--- src/rtl/fracnet_sdiv_restore_if.sv ---
// rtl/fracnet_sdiv_restore_if.sv - operand/result handshake bundle for the restoring signed divider
interface fracnet_sdiv_restore_if #(
  parameter int DIVIDEND_W = 43,
  parameter int DIVISOR_W  = 24,
  parameter int QUOT_W     = 18
);
  logic                         in_valid;
  logic                         in_ready;
  logic signed [DIVIDEND_W-1:0] dividend;
  logic signed [DIVISOR_W-1:0]  divisor;
  logic                         out_valid;
  logic                         out_ready;
  logic signed [QUOT_W-1:0]     quotient;
  logic signed [DIVISOR_W-1:0]  remainder;
  logic                         ovf;
  logic                         dbz;

  modport master (
    output in_valid, dividend, divisor, out_ready,
    input  in_ready, out_valid, quotient, remainder, ovf, dbz
  );

  modport slave (
    input  in_valid, dividend, divisor, out_ready,
    output in_ready, out_valid, quotient, remainder, ovf, dbz
  );
endinterface

--- src/rtl/fracnet_sdiv_restore.sv ---
// rtl/fracnet_sdiv_restore.sv - iterative restoring signed divider, saturated quotient, exact remainder
module fracnet_sdiv_restore #(
  parameter int DIVIDEND_W = 43,
  parameter int DIVISOR_W  = 24,
  parameter int QUOT_W     = 18
) (
  input  logic                     ap_clk,
  input  logic                     ap_rst_n,
  fracnet_sdiv_restore_if.slave    io
);
  localparam int CW = $clog2(DIVIDEND_W);
  localparam logic signed [QUOT_W-1:0] Q_MAX = {1'b0, {(QUOT_W-1){1'b1}}};
  localparam logic signed [QUOT_W-1:0] Q_MIN = {1'b1, {(QUOT_W-1){1'b0}}};

  typedef enum logic [1:0] {IDLE, CALC, FIN, DONE} state_t;

  state_t                      state_q;
  logic [CW-1:0]               cnt_q;
  logic [DIVIDEND_W-1:0]       acc_q;
  logic [DIVISOR_W-1:0]        bmag_q;
  logic [DIVISOR_W:0]          pr_q;
  logic                        neg_rem_q;
  logic                        neg_quot_q;
  logic                        zero_div_q;
  logic                        in_ready_q;
  logic                        out_valid_q;
  logic signed [QUOT_W-1:0]    quot_q;
  logic signed [DIVISOR_W-1:0] rem_q;
  logic                        ovf_q;
  logic                        dbz_q;

  logic [DIVIDEND_W-1:0]       amag_d;
  logic [DIVISOR_W-1:0]        bmag_d;
  logic [DIVISOR_W:0]          shifted_d;
  logic                        qbit_d;
  logic [DIVISOR_W:0]          pr_d;
  logic [DIVIDEND_W-1:0]       acc_d;
  logic signed [DIVIDEND_W:0]  qsigned_d;
  logic signed [QUOT_W-1:0]    qsat_d;
  logic                        qclip_d;
  logic [DIVISOR_W-1:0]        rem_d;

  // acc_q starts as |dividend| and shifts quotient bits in from the right as dividend bits leave
  always_comb begin
    amag_d    = io.dividend[DIVIDEND_W-1] ? DIVIDEND_W'(-io.dividend) : DIVIDEND_W'(io.dividend);
    bmag_d    = io.divisor[DIVISOR_W-1]   ? DIVISOR_W'(-io.divisor)   : DIVISOR_W'(io.divisor);
    shifted_d = {pr_q[DIVISOR_W-1:0], acc_q[DIVIDEND_W-1]};
    qbit_d    = shifted_d >= {1'b0, bmag_q};
    pr_d      = qbit_d ? shifted_d - {1'b0, bmag_q} : shifted_d;
    acc_d     = {acc_q[DIVIDEND_W-2:0], qbit_d};
  end

  always_comb begin
    qsigned_d = neg_quot_q ? -$signed({1'b0, acc_q}) : $signed({1'b0, acc_q});
    qsat_d    = qsigned_d[QUOT_W-1:0];
    qclip_d   = 1'b0;
    if (qsigned_d > Q_MAX) begin
      qsat_d  = Q_MAX;
      qclip_d = 1'b1;
    end else if (qsigned_d < Q_MIN) begin
      qsat_d  = Q_MIN;
      qclip_d = 1'b1;
    end
    rem_d = neg_rem_q ? -pr_q[DIVISOR_W-1:0] : pr_q[DIVISOR_W-1:0];
  end

  always_ff @(posedge ap_clk or negedge ap_rst_n) begin
    if (!ap_rst_n) begin
      state_q     <= IDLE;
      cnt_q       <= '0;
      acc_q       <= '0;
      bmag_q      <= '0;
      pr_q        <= '0;
      neg_rem_q   <= 1'b0;
      neg_quot_q  <= 1'b0;
      zero_div_q  <= 1'b0;
      in_ready_q  <= 1'b0;
      out_valid_q <= 1'b0;
      quot_q      <= '0;
      rem_q       <= '0;
      ovf_q       <= 1'b0;
      dbz_q       <= 1'b0;
    end else begin
      case (state_q)
        IDLE: begin
          in_ready_q <= 1'b1;
          if (io.in_valid && in_ready_q) begin
            acc_q      <= amag_d;
            bmag_q     <= bmag_d;
            pr_q       <= '0;
            neg_rem_q  <= io.dividend[DIVIDEND_W-1];
            neg_quot_q <= io.dividend[DIVIDEND_W-1] ^ io.divisor[DIVISOR_W-1];
            zero_div_q <= (io.divisor == '0);
            cnt_q      <= CW'(DIVIDEND_W-1);
            in_ready_q <= 1'b0;
            state_q    <= CALC;
          end
        end
        CALC: begin
          pr_q  <= pr_d;
          acc_q <= acc_d;
          cnt_q <= cnt_q - 1'b1;
          if (cnt_q == '0) state_q <= FIN;
        end
        FIN: begin
          // a zero divisor leaves garbage in acc/pr, so its result is forced here
          if (zero_div_q) begin
            quot_q <= neg_rem_q ? Q_MIN : Q_MAX;
            rem_q  <= '0;
            ovf_q  <= 1'b1;
            dbz_q  <= 1'b1;
          end else begin
            quot_q <= qsat_d;
            rem_q  <= $signed(rem_d);
            ovf_q  <= qclip_d;
            dbz_q  <= 1'b0;
          end
          state_q <= DONE;
        end
        DONE: begin
          if (!out_valid_q) begin
            out_valid_q <= 1'b1;
          end else if (io.out_ready) begin
            out_valid_q <= 1'b0;
            in_ready_q  <= 1'b1;
            state_q     <= IDLE;
          end
        end
        default: state_q <= IDLE;
      endcase
    end
  end

  assign io.in_ready  = in_ready_q;
  assign io.out_valid = out_valid_q;
  assign io.quotient  = quot_q;
  assign io.remainder = rem_q;
  assign io.ovf       = ovf_q;
  assign io.dbz       = dbz_q;
endmodule

--- src/flat_wrapper.sv ---
// flat-port wrapper written by rule: the top's interface ports become plain ports
module fracnet_sdiv_restore_flat 
#(
  parameter int DIVIDEND_W = 43,
  parameter int DIVISOR_W  = 24,
  parameter int QUOT_W     = 18
)
  (ap_clk, ap_rst_n, io_in_valid, io_dividend, io_divisor, io_out_ready, io_in_ready, io_out_valid, io_quotient, io_remainder, io_ovf, io_dbz);
  fracnet_sdiv_restore_if #(.DIVIDEND_W(DIVIDEND_W), .DIVISOR_W(DIVISOR_W), .QUOT_W(QUOT_W)) io_i ();
  input  logic ap_clk;
  input  logic ap_rst_n;
  input wire logic [$bits(io_i.in_valid)-1:0] io_in_valid;
  input wire logic [$bits(io_i.dividend)-1:0] io_dividend;
  input wire logic [$bits(io_i.divisor)-1:0] io_divisor;
  input wire logic [$bits(io_i.out_ready)-1:0] io_out_ready;
  output wire logic [$bits(io_i.in_ready)-1:0] io_in_ready;
  output wire logic [$bits(io_i.out_valid)-1:0] io_out_valid;
  output wire logic [$bits(io_i.quotient)-1:0] io_quotient;
  output wire logic [$bits(io_i.remainder)-1:0] io_remainder;
  output wire logic [$bits(io_i.ovf)-1:0] io_ovf;
  output wire logic [$bits(io_i.dbz)-1:0] io_dbz;
  assign io_i.in_valid = io_in_valid;
  assign io_i.dividend = io_dividend;
  assign io_i.divisor = io_divisor;
  assign io_i.out_ready = io_out_ready;
  assign io_in_ready = io_i.in_ready;
  assign io_out_valid = io_i.out_valid;
  assign io_quotient = io_i.quotient;
  assign io_remainder = io_i.remainder;
  assign io_ovf = io_i.ovf;
  assign io_dbz = io_i.dbz;
  fracnet_sdiv_restore #(.DIVIDEND_W(DIVIDEND_W), .DIVISOR_W(DIVISOR_W), .QUOT_W(QUOT_W)) u_core (.ap_clk(ap_clk), .ap_rst_n(ap_rst_n), .io(io_i));
endmodule
--- config.mk ---
export PLATFORM = sky130hd
export DESIGN_NAME = fracnet_sdiv_restore_flat
export DESIGN_NICKNAME = d
export VERILOG_FILES = /design/src/rtl/fracnet_sdiv_restore_if.sv /design/src/rtl/fracnet_sdiv_restore.sv /design/src/flat_wrapper.sv
export SDC_FILE = /design/constraint.sdc
export NUM_CORES = 1
export LEC_CHECK = 0
export BUFFER_PORTS_ARGS = -buffer_cell sky130_fd_sc_hd__buf_4
export CAP_MARGIN = 15
export CORE_UTILIZATION = 46
export CTS_CLUSTER_SIZE = 25
export DETAILED_ROUTE_END_ITERATION = 8
export GPL_ROUTABILITY_DRIVEN = 0
export PLACE_DENSITY = 0.63
export SKIP_LAST_GASP = 1
export SYNTH_ARGS = -nofsm -noshare
export SYNTH_HDL_FRONTEND = slang
export SYNTH_SLANG_ARGS = --single-unit
--- constraint.sdc ---
create_clock -name ap_clk -period 3.9 [get_ports ap_clk]
set_input_delay 0.585 -clock ap_clk [delete_from_list [all_inputs] [get_ports ap_clk]]
set_output_delay 0.585 -clock ap_clk [all_outputs]
set_load 0.05 [all_outputs]
==> results_dict.tcl <==
set metrics [dict create \
    status "finished clean" \
    netlist_area_um2 11050 \
    post-route-period-util_pct 93.21 \
    antenna_cells 0 \
    crit_type "reg2reg" \
    postLayoutCoreUtil_pct 54.53 \
    clk_path_buf_depth 2 \
    ant_nets 0 \
    io_pins 117 \
    ctsResizeCount 0 \
    synth.most_common_cell "nand2_1" \
    startpoint_type "flip-flop" \
    setup_viol_count_final 0 \
    synth.area.top_cells "dfrtp_1 34%, xor2_1 7.8%, o21ai_0 6.0%" \
    grt_overflow 0 \
    cts_tree "yes" \
    drc 0 \
    timing.hold.ws_ps 100.4 \
    drt-initial-drc-count 587 \
    worstPathArrival_ps 3910 \
    grt_setup_unrepaired "no" \
    avgSynthCellArea_um2 8.201 \
    hold_buffers 0 \
    num_vias 9941 \
    synthCells 1347 \
    wl_met1_mm 14.60 \
    p_per_area_nw_per_um2 923.1 \
    cp.required_ps 4170 \
    synth-edff-count 0 \
    die_width_um 157.0 \
    synth_cell_types 78 \
    die-height_um 157.0 \
    clk_pin_slew_ps 70 \
    finalWirelength_mm 28.87 \
    p_leak_uw 0.005627 \
    hold_viol_final 0 \
    cp-end-kind "flip-flop" \
    synth_nets 1453 \
    grt_max_degree 93 \
    yosysTopAreaCellShare_pct 33.53 \
    hold_path.class "in2async" \
    core_um2 23540 \
    crit_fanout 16 \
    syn2layout_area_growth_pct 16.22 \
    post-cts-setup-buffers 0 \
    wl_met2_mm 12.49 \
    std_cell_rows 56 \
    max-slew-margin-rel_pct 38.99 \
    synth_ff_type "dfrtp_1" \
    htree_levels 4 \
    antenna_found_initial 0 \
    cts_root_buf "clkbuf_16" \
    grt_usage_pct 24.29 \
    drv_slew 0 \
    clkLatencyLatePin_ps 430 \
    dieArea_um2 24640 \
    dp_hpwl_mm 21.80 \
    fin_skew_ps 7.724 \
    dr_wl_met3_mm 1.440 \
    clock.fmax_mhz 275.1 \
    yosysWarnings 0 \
    async_flop_share_pct 100.0 \
    synth.largest_area_cell "dfrtp_1" \
    yosysSeqAreaShare_pct 33.53 \
    first_pass_iters 5 \
    io_buffers 116 \
    vdd_drop_max_uv 554.7 \
    numCtsBuffers 17 \
    ys_ff_latch 148 \
    initial_utilization_pct 46.92 \
    finalCriticalPeriod_ps 3635 \
    clock_sinks 148 \
    grt_pass1_vias 9299 \
    wl_per_cell_um 16.45 \
    synth_commonest_cells "157 x nand2_1, 148 x dfrtp_1, 132 x o21ai_0, 99 x xor2_1, 90 x nor2_1" \
    grt_pass1_wl_mm 47.82 \
    dr.max_layer_used "met4" \
    nets 1529 \
    tightest_slew_ps 911.8 \
    maxCapViolations 0 \
    nFillCells 2292 \
    drive_above_1_share_pct 15.39 \
    fin_setup_tns_ps 0 \
    viasPerCell 5.664 \
]
[layout make-up]
cell class / count / area, um^2 / share of cell area [%]
inverter: 88 / 330.3 / 2.573
multi-input combinational: 1023 / 6685 / 52.07
sequential: 148 / 3704 / 28.85
clock inverter: 14 / 151.4 / 1.179
tap: 319 / 399.1 / 3.109
clock buffer: 18 / 439.2 / 3.421
timing repair buffer: 145 / 1130 / 8.800
[where the power goes]
group	leakage, uW	switching, uW	internal [uW]
logic	0.00351	4330	2750
registers	0.00184	880	2240
clock network	0.000276	690	966
total	0.00563	5900	5950
[final timing paths]
path | slack (ps) | to | cells past startpoint | startpoint
max in group asynchronous | 2930 | u_core.cnt_q[2] | 2 | ap_rst_n
worst max-delay path | 260 | u_core.io.quotient[6] | 10 | u_core.acc_q[7]
worst min-delay path | 100 | u_core.io.quotient[12] | 1 | ap_rst_n
worst max register to register | 260 | u_core.io.quotient[6] | 10 | u_core.acc_q[7]
min in group ap_clk | 450 | u_core.io.out_valid | 3 | io_out_ready
worst min register to register | 480 | u_core.bmag_q[10] | 2 | u_core.bmag_q[10]
[stage by stage]
| step | worst slack, ps | area [um^2] | std cells | total power [uW] |
|---|---|---|---|---|
| after floorplan | 548.8 | 11050 | 1347 | 8315 |
| after global placement | 351.1 | 12250 | 1723 | 10090 |
| after detailed placement | 313.4 | 12250 | 1723 | 10190 |
| after CTS | 292.1 | 12840 | 1755 | 11870 |
| after global routing | 132.9 | 12840 | 1755 | 12840 |
| final | 264.7 | 12840 | 1755 | 11850 |
[sequential cells by signal, indices dropped and copies added, names as in the netlist, 2 cells and up]
signal / cells
u_core.state_q: 2
u_core.cnt_q: 6
u_core.acc_q: 43
u_core.io.quotient: 18
u_core.bmag_q: 24
u_core.pr_q: 24
u_core.io.remainder: 24
[kinds of logic after synthesis]
group	share of synthesized area [%]
flops	33.53
buf+inv	6.184
xor+xnor	10.47
fa+ha+maj	4.032
mux	3.149
simple gates	19.80
compound gates	22.85
[layout by cell type (no fill, tap or decap), drive strengths merged, types with 6 or more instances in the layout]
cell type and instances:
o41ai 21, nand2b 14, or4 21, nor2 90, o21a 7, a211oi 7
nor2b 6, o221ai 18, o22ai 24, mux2i 28, buf 145, a21oi 74
o31ai 36, or2 13, a32oi 9, xnor2 33, nor4 21, or3 19
inv 92, nand3 26, nor3 24, nand4 19, a21o 11, o21ai 133
ha 34, xor2 99, nand2 157, nor4b 6, dfrtp 148, mux2 6
clkbuf 18
[critical path, cell delays in order, from the launching register on]
cell	delay [ps]
dfrtp_1	450
or4_4	590
or4_4	580
nor4b_4	380
a21oi_1	110
o32a_1	320
nor4_2	350
nand4_2	230
a21oi_4	190
buf_12	170
o221ai_1	120
[routing by layer]
layer	track usage (%)	vias up
met4	5.135	0
li1	-	4988
met1	36.27	4693
met2	36.85	235
met5	0	-
met3	3.634	25
No activity file was read; power rests on OpenSTA's default activity.
